--- config.mk ---
export PLATFORM = sky130hd
export DESIGN_NAME = display_scan_controller_flat
export DESIGN_NICKNAME = d
export VERILOG_FILES = /design/src/rtl/display_scan_controller_if.sv /design/src/rtl/display_scan_controller.sv /design/src/flat_wrapper.sv
export SDC_FILE = /design/constraint.sdc
export NUM_CORES = 1
export LEC_CHECK = 0
export ABC_AREA = 1
export CAP_MARGIN = 15
export CORE_ASPECT_RATIO = 1.5
export CORE_MARGIN = 5
export CORE_UTILIZATION = 50
export CTS_CLUSTER_SIZE = 25
export DETAILED_ROUTE_END_ITERATION = 16
export GPL_TIMING_DRIVEN = 0
export HOLD_SLACK_MARGIN = 0.05
export PLACE_DENSITY = 0.72
export SLEW_MARGIN = 10
export SYNTH_ARGS = -nofsm -noshare
export SYNTH_HDL_FRONTEND = slang
export SYNTH_SLANG_ARGS = --single-unit
--- constraint.sdc ---
create_clock -name clk -period 3.04 [get_ports clk]
set_clock_uncertainty 0.1 [all_clocks]
set_input_delay 0.912 -clock clk [delete_from_list [all_inputs] [get_ports clk]]
set_output_delay 0.912 -clock clk [all_outputs]
set_load 0.02 [all_outputs]
--- src/rtl/display_scan_controller_if.sv ---
// display_scan_controller_if: load-side bus of the display scan controller.
// value_in/dp_in/load from the producer, load_ack back from the controller.
interface display_scan_controller_if;
    logic [15:0] value_in;
    logic [3:0]  dp_in;
    logic        load;
    logic        load_ack;

    modport master (
        output value_in,
        output dp_in,
        output load,
        input  load_ack
    );

    modport slave (
        input  value_in,
        input  dp_in,
        input  load,
        output load_ack
    );
endinterface

--- src/rtl/display_scan_controller.sv ---
// display_scan_controller: double-buffered 4-digit scan of a shared hex decoder.
// Ports: clk, reset (sync, high), bus (slave: value_in, dp_in, load, load_ack),
//        hex_out, an (active-low), dp_n (active-low), frame_start.
// Option: LEADING_ZERO_BLANK_EN keeps leading-zero digits dark.
module display_scan_controller #(
    parameter int TICKS_PER_DIGIT = 100000,
    parameter int BLANK_TICKS     = 1000
) (
    input  logic                             clk,
    input  logic                             reset,
    display_scan_controller_if.slave         bus,
    output logic [3:0]                       hex_out,
    output logic [3:0]                       an,
    output logic                             dp_n,
    output logic                             frame_start
);

    localparam int MAXT = (TICKS_PER_DIGIT > BLANK_TICKS) ?
                          TICKS_PER_DIGIT : BLANK_TICKS;
    localparam int CW   = (MAXT > 1) ? $clog2(MAXT) : 1;
    localparam logic [CW-1:0] DRIVE_LAST = CW'(TICKS_PER_DIGIT - 1);
    localparam logic [CW-1:0] BLANK_LAST = CW'(BLANK_TICKS - 1);

    typedef enum logic {
        S_BLANK = 1'b0,
        S_DRIVE = 1'b1
    } state_t;

    state_t        state, state_n;
    logic [1:0]    d, d_n;
    logic [CW-1:0] cnt, cnt_n;
    logic [15:0]   shadow, shadow_n;
    logic [3:0]    sdp, sdp_n;
    logic [15:0]   pend, pend_n;
    logic [3:0]    pdp, pdp_n;
    logic          pv, pv_n;
    logic          ack_q;
    logic          lit;
    logic [3:0]    hex_n, an_n;
    logic          dpn_n, fs_n;

    assign bus.load_ack = ack_q;

    // Outputs are decoded from the next-state values and registered, so
    // they line up with the state they describe in the same cycle.
    always_comb begin
        state_n  = state;
        d_n      = d;
        cnt_n    = cnt + 1'b1;
        shadow_n = shadow;
        sdp_n    = sdp;
        pend_n   = pend;
        pdp_n    = pdp;
        pv_n     = pv;
        fs_n     = 1'b0;
        unique case (state)
            S_BLANK: begin
                if (cnt == BLANK_LAST) begin
                    state_n = S_DRIVE;
                    cnt_n   = '0;
                end
            end
            S_DRIVE: begin
                if (cnt == DRIVE_LAST) begin
                    state_n = S_BLANK;
                    cnt_n   = '0;
                    d_n     = d + 2'd1;
                    // End of digit 3: frame boundary, the only commit point.
                    if (d == 2'd3) begin
                        fs_n = 1'b1;
                        if (pv) begin
                            shadow_n = pend;
                            sdp_n    = pdp;
                            pv_n     = 1'b0;
                        end
                    end
                end
            end
            default: state_n = S_BLANK;
        endcase
        // A load in the commit cycle lands after the commit read old pending.
        if (bus.load) begin
            pend_n = bus.value_in;
            pdp_n  = bus.dp_in;
            pv_n   = 1'b1;
        end

`ifdef LEADING_ZERO_BLANK_EN
        lit = (d_n == 2'd0) || ((shadow_n >> {d_n, 2'b00}) != 16'h0);
`else
        lit = 1'b1;
`endif

        hex_n = shadow_n[{d_n, 2'b00} +: 4];
        an_n  = 4'b1111;
        if (state_n == S_DRIVE && lit)
            an_n[d_n] = 1'b0;
        dpn_n = (state_n == S_DRIVE) ? ~sdp_n[d_n] : 1'b1;
    end

    always_ff @(posedge clk) begin
        if (reset) begin
            state       <= S_BLANK;
            d           <= 2'd0;
            cnt         <= '0;
            shadow      <= 16'h0;
            sdp         <= 4'h0;
            pend        <= 16'h0;
            pdp         <= 4'h0;
            pv          <= 1'b0;
            ack_q       <= 1'b0;
            hex_out     <= 4'h0;
            an          <= 4'b1111;
            dp_n        <= 1'b1;
            frame_start <= 1'b0;
        end else begin
            state       <= state_n;
            d           <= d_n;
            cnt         <= cnt_n;
            shadow      <= shadow_n;
            sdp         <= sdp_n;
            pend        <= pend_n;
            pdp         <= pdp_n;
            pv          <= pv_n;
            ack_q       <= bus.load;
            hex_out     <= hex_n;
            an          <= an_n;
            dp_n        <= dpn_n;
            frame_start <= fs_n;
        end
    end

endmodule

--- src/flat_wrapper.sv ---
// flat-port wrapper written by rule: the top's interface ports become plain ports
module display_scan_controller_flat 
#(
    parameter int TICKS_PER_DIGIT = 100000,
    parameter int BLANK_TICKS     = 1000
)
  (clk, reset, hex_out, an, dp_n, frame_start, bus_value_in, bus_dp_in, bus_load, bus_load_ack);
  display_scan_controller_if bus_i ();
  input  logic clk;
  input  logic reset;
  output logic [3:0] hex_out;
  output logic [3:0] an;
  output logic dp_n;
  output logic frame_start;
  input wire logic [$bits(bus_i.value_in)-1:0] bus_value_in;
  input wire logic [$bits(bus_i.dp_in)-1:0] bus_dp_in;
  input wire logic [$bits(bus_i.load)-1:0] bus_load;
  output wire logic [$bits(bus_i.load_ack)-1:0] bus_load_ack;
  assign bus_i.value_in = bus_value_in;
  assign bus_i.dp_in = bus_dp_in;
  assign bus_i.load = bus_load;
  assign bus_load_ack = bus_i.load_ack;
  display_scan_controller #(.TICKS_PER_DIGIT(TICKS_PER_DIGIT), .BLANK_TICKS(BLANK_TICKS)) u_core (.clk(clk), .reset(reset), .bus(bus_i), .hex_out(hex_out), .an(an), .dp_n(dp_n), .frame_start(frame_start));
endmodule
# Word-level counts from Yosys, hierarchy flattened
# Cells that the tools add are included.
[classes] div_mod_pow=0 reduce_logical=7 order_cmp=2 multipliers=0 addsub=2 n_shift=1 mux=25 eq_ne=3 n_bitwise=5
[ops] cell="$mux 16" n=4
[ops] cell="$mux 17" n=2
[ops] cell="$pmux 17 s2" n=1
[ops] cell="$add 17x1->17 const B" n=1
[ops] cell="$eq 17x10->1 const B" n=1
[ops] cell="$eq 17x17->1 const B" n=1
[ops] cell="$mux 4" n=4
[ops] cell="$shiftx 16x5->4" n=1
[ops] cell="$mux 1" n=9
[ops] cell="$reduce_bool 2->1" n=3
[ops] cell="$mux 2" n=2
[ops] cell="$not 1->1" n=4
[ops] cell="$not 4->4" n=1
[ops] cell="$lt 2x3->1 const B" n=1
[ops] cell="$reduce_and 3->1" n=1
[ops] cell="$reduce_or 3->1" n=1
[ops] cell="$add 2x1->2 const B" n=1
[ops] cell="$bmux 1 s2" n=1
[ops] cell="$demux 1 s2" n=1
[ops] cell="$eq 2x2->1 const B" n=1
[ops] cell="$ge 2x1->1 const B" n=1
[ops] cell="$pmux 1 s2" n=1
[ops] cell="$reduce_or 2->1" n=1
[ops] cell="$logic_and 1x1->1" n=1
[word_totals] regBits=72 inputBits=23 mem_bits_rw=0 out_inout_bits=11 n_memories=0 latch_bits=0 rom_bits=0 elab_cells=58

# Longest topological paths before layout
[depth] word_depth=8 depth_mapped=13 depth_no_buf=13

# Least setup slack after synthesis
# No wires, ideal clock.
[synth_path] path_kind="input to register" from="input reset" to="register u_core.cnt[11]" setup_slack_ns=1.221 arrival_time_ns=1.649 path_buffers=1 stages=6 cell_sequence="buf_6 inv_1 nand3_1 inv_1 o21ai_0 a21oi_1"
[synth_rtl] element="from (decl)" line="flat_wrapper.sv:10" source="input logic reset;"
[synth_rtl] element="to (signal assigned)" line="display_scan_controller.sv:119" source="cnt <= cnt_n;"
[synth_rtl] element="to (decl)" line="display_scan_controller.sv:31" source="logic [CW-1:0] cnt, cnt_n;"

# Final worst setup path
[layout_path] from="register u_core.hex_out[3]" to="output hex_out[3]"
[layout_rtl] element="from (decl)" line="display_scan_controller.sv:12" source="output logic [3:0] hex_out,"
[layout_rtl] element="from (signal assigned)" line="display_scan_controller.sv:126" source="hex_out <= hex_n;"
[layout_rtl] element="to (decl)" line="flat_wrapper.sv:11" source="output logic [3:0] hex_out;"
# No word-level cell between the ends.

==> results.json <==
{
  "status": "finished, final reports clean",
  "areaGrowthSynthToFinish_pct": 18.4,
  "critPathArrivalTime_ns": 1.26,
  "dp_hpwl_um": 5290,
  "synthAdderAreaFrac": 0.00793,
  "synth_top_family_by_area": "simple AND/OR/NAND/NOR gates",
  "syn_area_mm2": 0.00316,
  "grt_usage": 0.191,
  "rows": 35,
  "critPathKind": "reg2out",
  "p_comb_frac": 0.049,
  "overflow": 0,
  "power_leakage_nw": 1.63,
  "postSynthAreaPerCell_um2": 7.51,
  "layout-drive-gt1-share": 0.135,
  "pwr-share-seq": 0.560,
  "crit_fanout": 1,
  "cap_viol_max_count": 0,
  "die_y_um": 107,
  "power_switching_mw": 0.397,
  "power_density_mw_per_mm2": 468,
  "cts_hold_buffers": 0,
  "yosys-top-cells-area": "dfxtp_1 46%, nand2_1 10%, nor2_1 10%",
  "p_int_mw": 1.35,
  "cp_top_family": "buffers and inverters",
  "synth_compound_area_frac": 0.0868,
  "synth_cell_types": 29,
  "hold_viol_final": 0,
  "peakVddDrop_v": 0.000337,
  "synthMuxAreaShare": 0,
  "place_congestion": 0.895,
  "ioPinCount": 34,
  "clk_pin_slew_ns": 0.07,
  "cp-start-kind": "register",
  "n_antenna_cell": 0,
  "dieArea_mm2": 0.00803,
  "cts_tree": "done",
  "report.final.slew_viol_count": 0,
  "worst_pin_slew_ns": 0.570,
  "synth-simple-area-share": 0.367,
  "clock_power_share": 0.391,
  "end_kind": "output port",
  "drtIter0Drc": 85,
  "timing.hold.ws_ns": 0.348,
  "drtPass1Iterations": 4,
  "vias_per_cell": 5.03,
  "worstHoldPathType": "reg2reg",
  "synth_top_area_cell": "dfxtp_1",
  "hold_end": "u_core.cnt[0]$_SDFF_PP0_",
  "core_mm2": 0.00613,
  "r2r_cells": 11,
  "swShare": 0.227,
  "fin_nets": 487,
  "cts.htree.levels": 3,
  "reg2reg_slack_ns": 0.94,
  "finalSetupTns_ns": 0,
  "fin_crit_sh": 0.746,
  "syn_inst": 420,
  "crit_slowest_cell": "clkdlybuf4s50_1",
  "slowest_delay_ns": 0.61,
  "regToRegStartpoint": "u_core.cnt[0]$_SDFF_PP0_",
  "start_util": 0.515,
  "numCtsBuffers": 9,
  "die_w_um": 74.9,
  "root_buffer": "clkbuf_8",
  "crit_chain": "clkdlybuf4s50_1",
  "ys_seq_area_frac": 0.457,
  "synth_top_area_share": 0.457,
  "clock_sinks": 72,
  "crit_required_ns": 2.03,
  "first_global_vias": 2655,
  "fmax_mhz": 441,
  "path_buf_inv": 1,
  "setup_viol": 0,
  "synth-async-reset-ratio": 0,
  "slew_headroom": 0.620,
  "syn-num-nets": 445,
  "drt-wirelength-per-cell_um": 12.8,
  "yosysWarnings": 0,
  "ant_nets": 0,
  "post_cts_buffers": 0,
  "drc": 0,
  "hp-start": "u_core.cnt[0]$_SDFF_PP0_",
  "layout_min_cycle_time_ns": 2.27,
  "ys.flop_type": "dfxtp_1",
  "hold_depth": 1,
  "num_vias": 2722,
  "clk_latency_ns": 0.34,
  "clock_path_buffers": 2,
  "synth-edff-count": 0,
  "finalWirelength_um": 6950,
  "antenna_found_initial": 0,
  "grt_max_degree": 12,
  "io_buffers": 31,
  "grt_pass1_wl_um": 11700,
  "ys_ff_latch": 72,
  "synth_xor_area_frac": 0.0167,
  "rsz0062_at_grt": "no",
  "post_cts_resized": 0,
  "reg2reg_to": "u_core.hex_out[3]$_SDFF_PP0_"
}
metrics by stage:
| step | worst slack [ns] | cells | util | cell area (um2) | total power [mW] |
|---|---|---|---|---|---|
| 6_report | 0.772 | 541 | 0.609 | 3730 | 1.75 |
| 5_1_grt | 0.705 | 541 | 0.609 | 3730 | 1.83 |
| 4_1_cts | 0.752 | 541 | 0.609 | 3730 | 1.76 |
| 3_5_place_dp | 0.899 | 525 | 0.580 | 3560 | 1.09 |
| 3_3_place_gp | 0.896 | 525 | 0.580 | 3560 | 1.09 |
| 2_1_floorplan | 1.22 | 420 | - | 3160 | 1.04 |
registers in the layout (all words and copies together) (netlist names):
register             count
u_core.pdp               4
u_core.frame_start       1
u_core.bus.load_ack      1
u_core.hex_out           4
u_core.an                4
u_core.shadow           16
u_core.pv                1
u_core.pend             16
u_core.cnt              17
u_core.d                 2
u_core.state             1
u_core.dp_n              1
u_core.sdp               4
synth_stat cells, types with 4 or more instances:
| cell | count |
|---|---|
| buf_6 | 4 |
| nand4_2 | 9 |
| nand2_2 | 18 |
| o21ai_0 | 26 |
| nand3_1 | 15 |
| dfxtp_1 | 72 |
| nand4_1 | 7 |
| a21oi_1 | 23 |
| nor2_4 | 4 |
| xor2_1 | 6 |
| nand2_1 | 88 |
| nor3_1 | 7 |
| clkbuf_1 | 9 |
| nor2_1 | 88 |
| inv_1 | 25 |
cell usage in the layout, fill, tap and decap left out, drive strengths merged:
| master | instances |
|---|---|
| o21ai | 27 |
| nand2 | 106 |
| nor3 | 8 |
| ha | 2 |
| inv | 28 |
| dfxtp | 72 |
| and3 | 1 |
| a21boi | 1 |
| buf | 6 |
| clkinv | 2 |
| clkdlybuf4s50 | 31 |
| a21oi | 23 |
| nand3 | 18 |
| nor2 | 94 |
| xor2 | 6 |
| nor3b | 1 |
| clkbuf | 24 |
| a31o | 1 |
| nand4 | 16 |
cell type report:
| class | count | area, um2 |
|---|---|---|
| buffer | 16 | 98.8 |
| clock buffer | 14 | 163 |
| clock inverter | 2 | 13.8 |
| fill | 590 | 2400 |
| inverter | 28 | 105 |
| multi-input combinational | 304 | 1510 |
| sequential | 72 | 1440 |
| tap | 74 | 92.6 |
| timing repair buffer | 31 | 310 |
power by group through the flow:
stage / logic [mW] / clock network (mW) / registers (mW)
3_3_place_gp: 0.0855 / 0 / 1.00
6_report: 0.0859 / 0.683 / 0.979
2_1_floorplan: 0.0447 / 0 / 0.998
5_1_grt: 0.0977 / 0.747 / 0.981
3_5_place_dp: 0.0872 / 0 / 1.00
4_1_cts: 0.0875 / 0.691 / 0.979
worst max path at each step:
stage,from,endpoint,slack (ns),depth (start not counted)
CTS,u_core.hex_out[3]$_SDFF_PP0_,hex_out[3],0.75,1
finish,u_core.hex_out[3]$_SDFF_PP0_,hex_out[3],0.77,1
global route,u_core.hex_out[0]$_SDFF_PP0_,hex_out[0],0.70,1
global placement,reset,u_core.cnt[9]$_SDFF_PP0_,0.90,6
floorplan,reset,u_core.cnt[11]$_SDFF_PP0_,1.22,6
detailed placement,bus_load,u_core.pdp[3]$_SDFFE_PP0P_,0.90,4
cells by family (layout without fill, tap and decap cells):
family	after synthesis	after routing
AO/OA/AOI/OAI	52	52
XOR/XNOR	6	6
adder cells (fa/ha/maj)	2	2
buffers and inverters	44	91
flip-flops	72	72
AND/OR/NAND/NOR	244	244
routing by layer:
metal,global-route usage,up-vias,routed length (um)
li1,-,1434,-
met1,0.202,1222,2790
met2,0.332,46,3620
met3,0.0486,20,254
met4,0.108,0,286
met5,0,-,0
(Power assumes the default switching activity.)
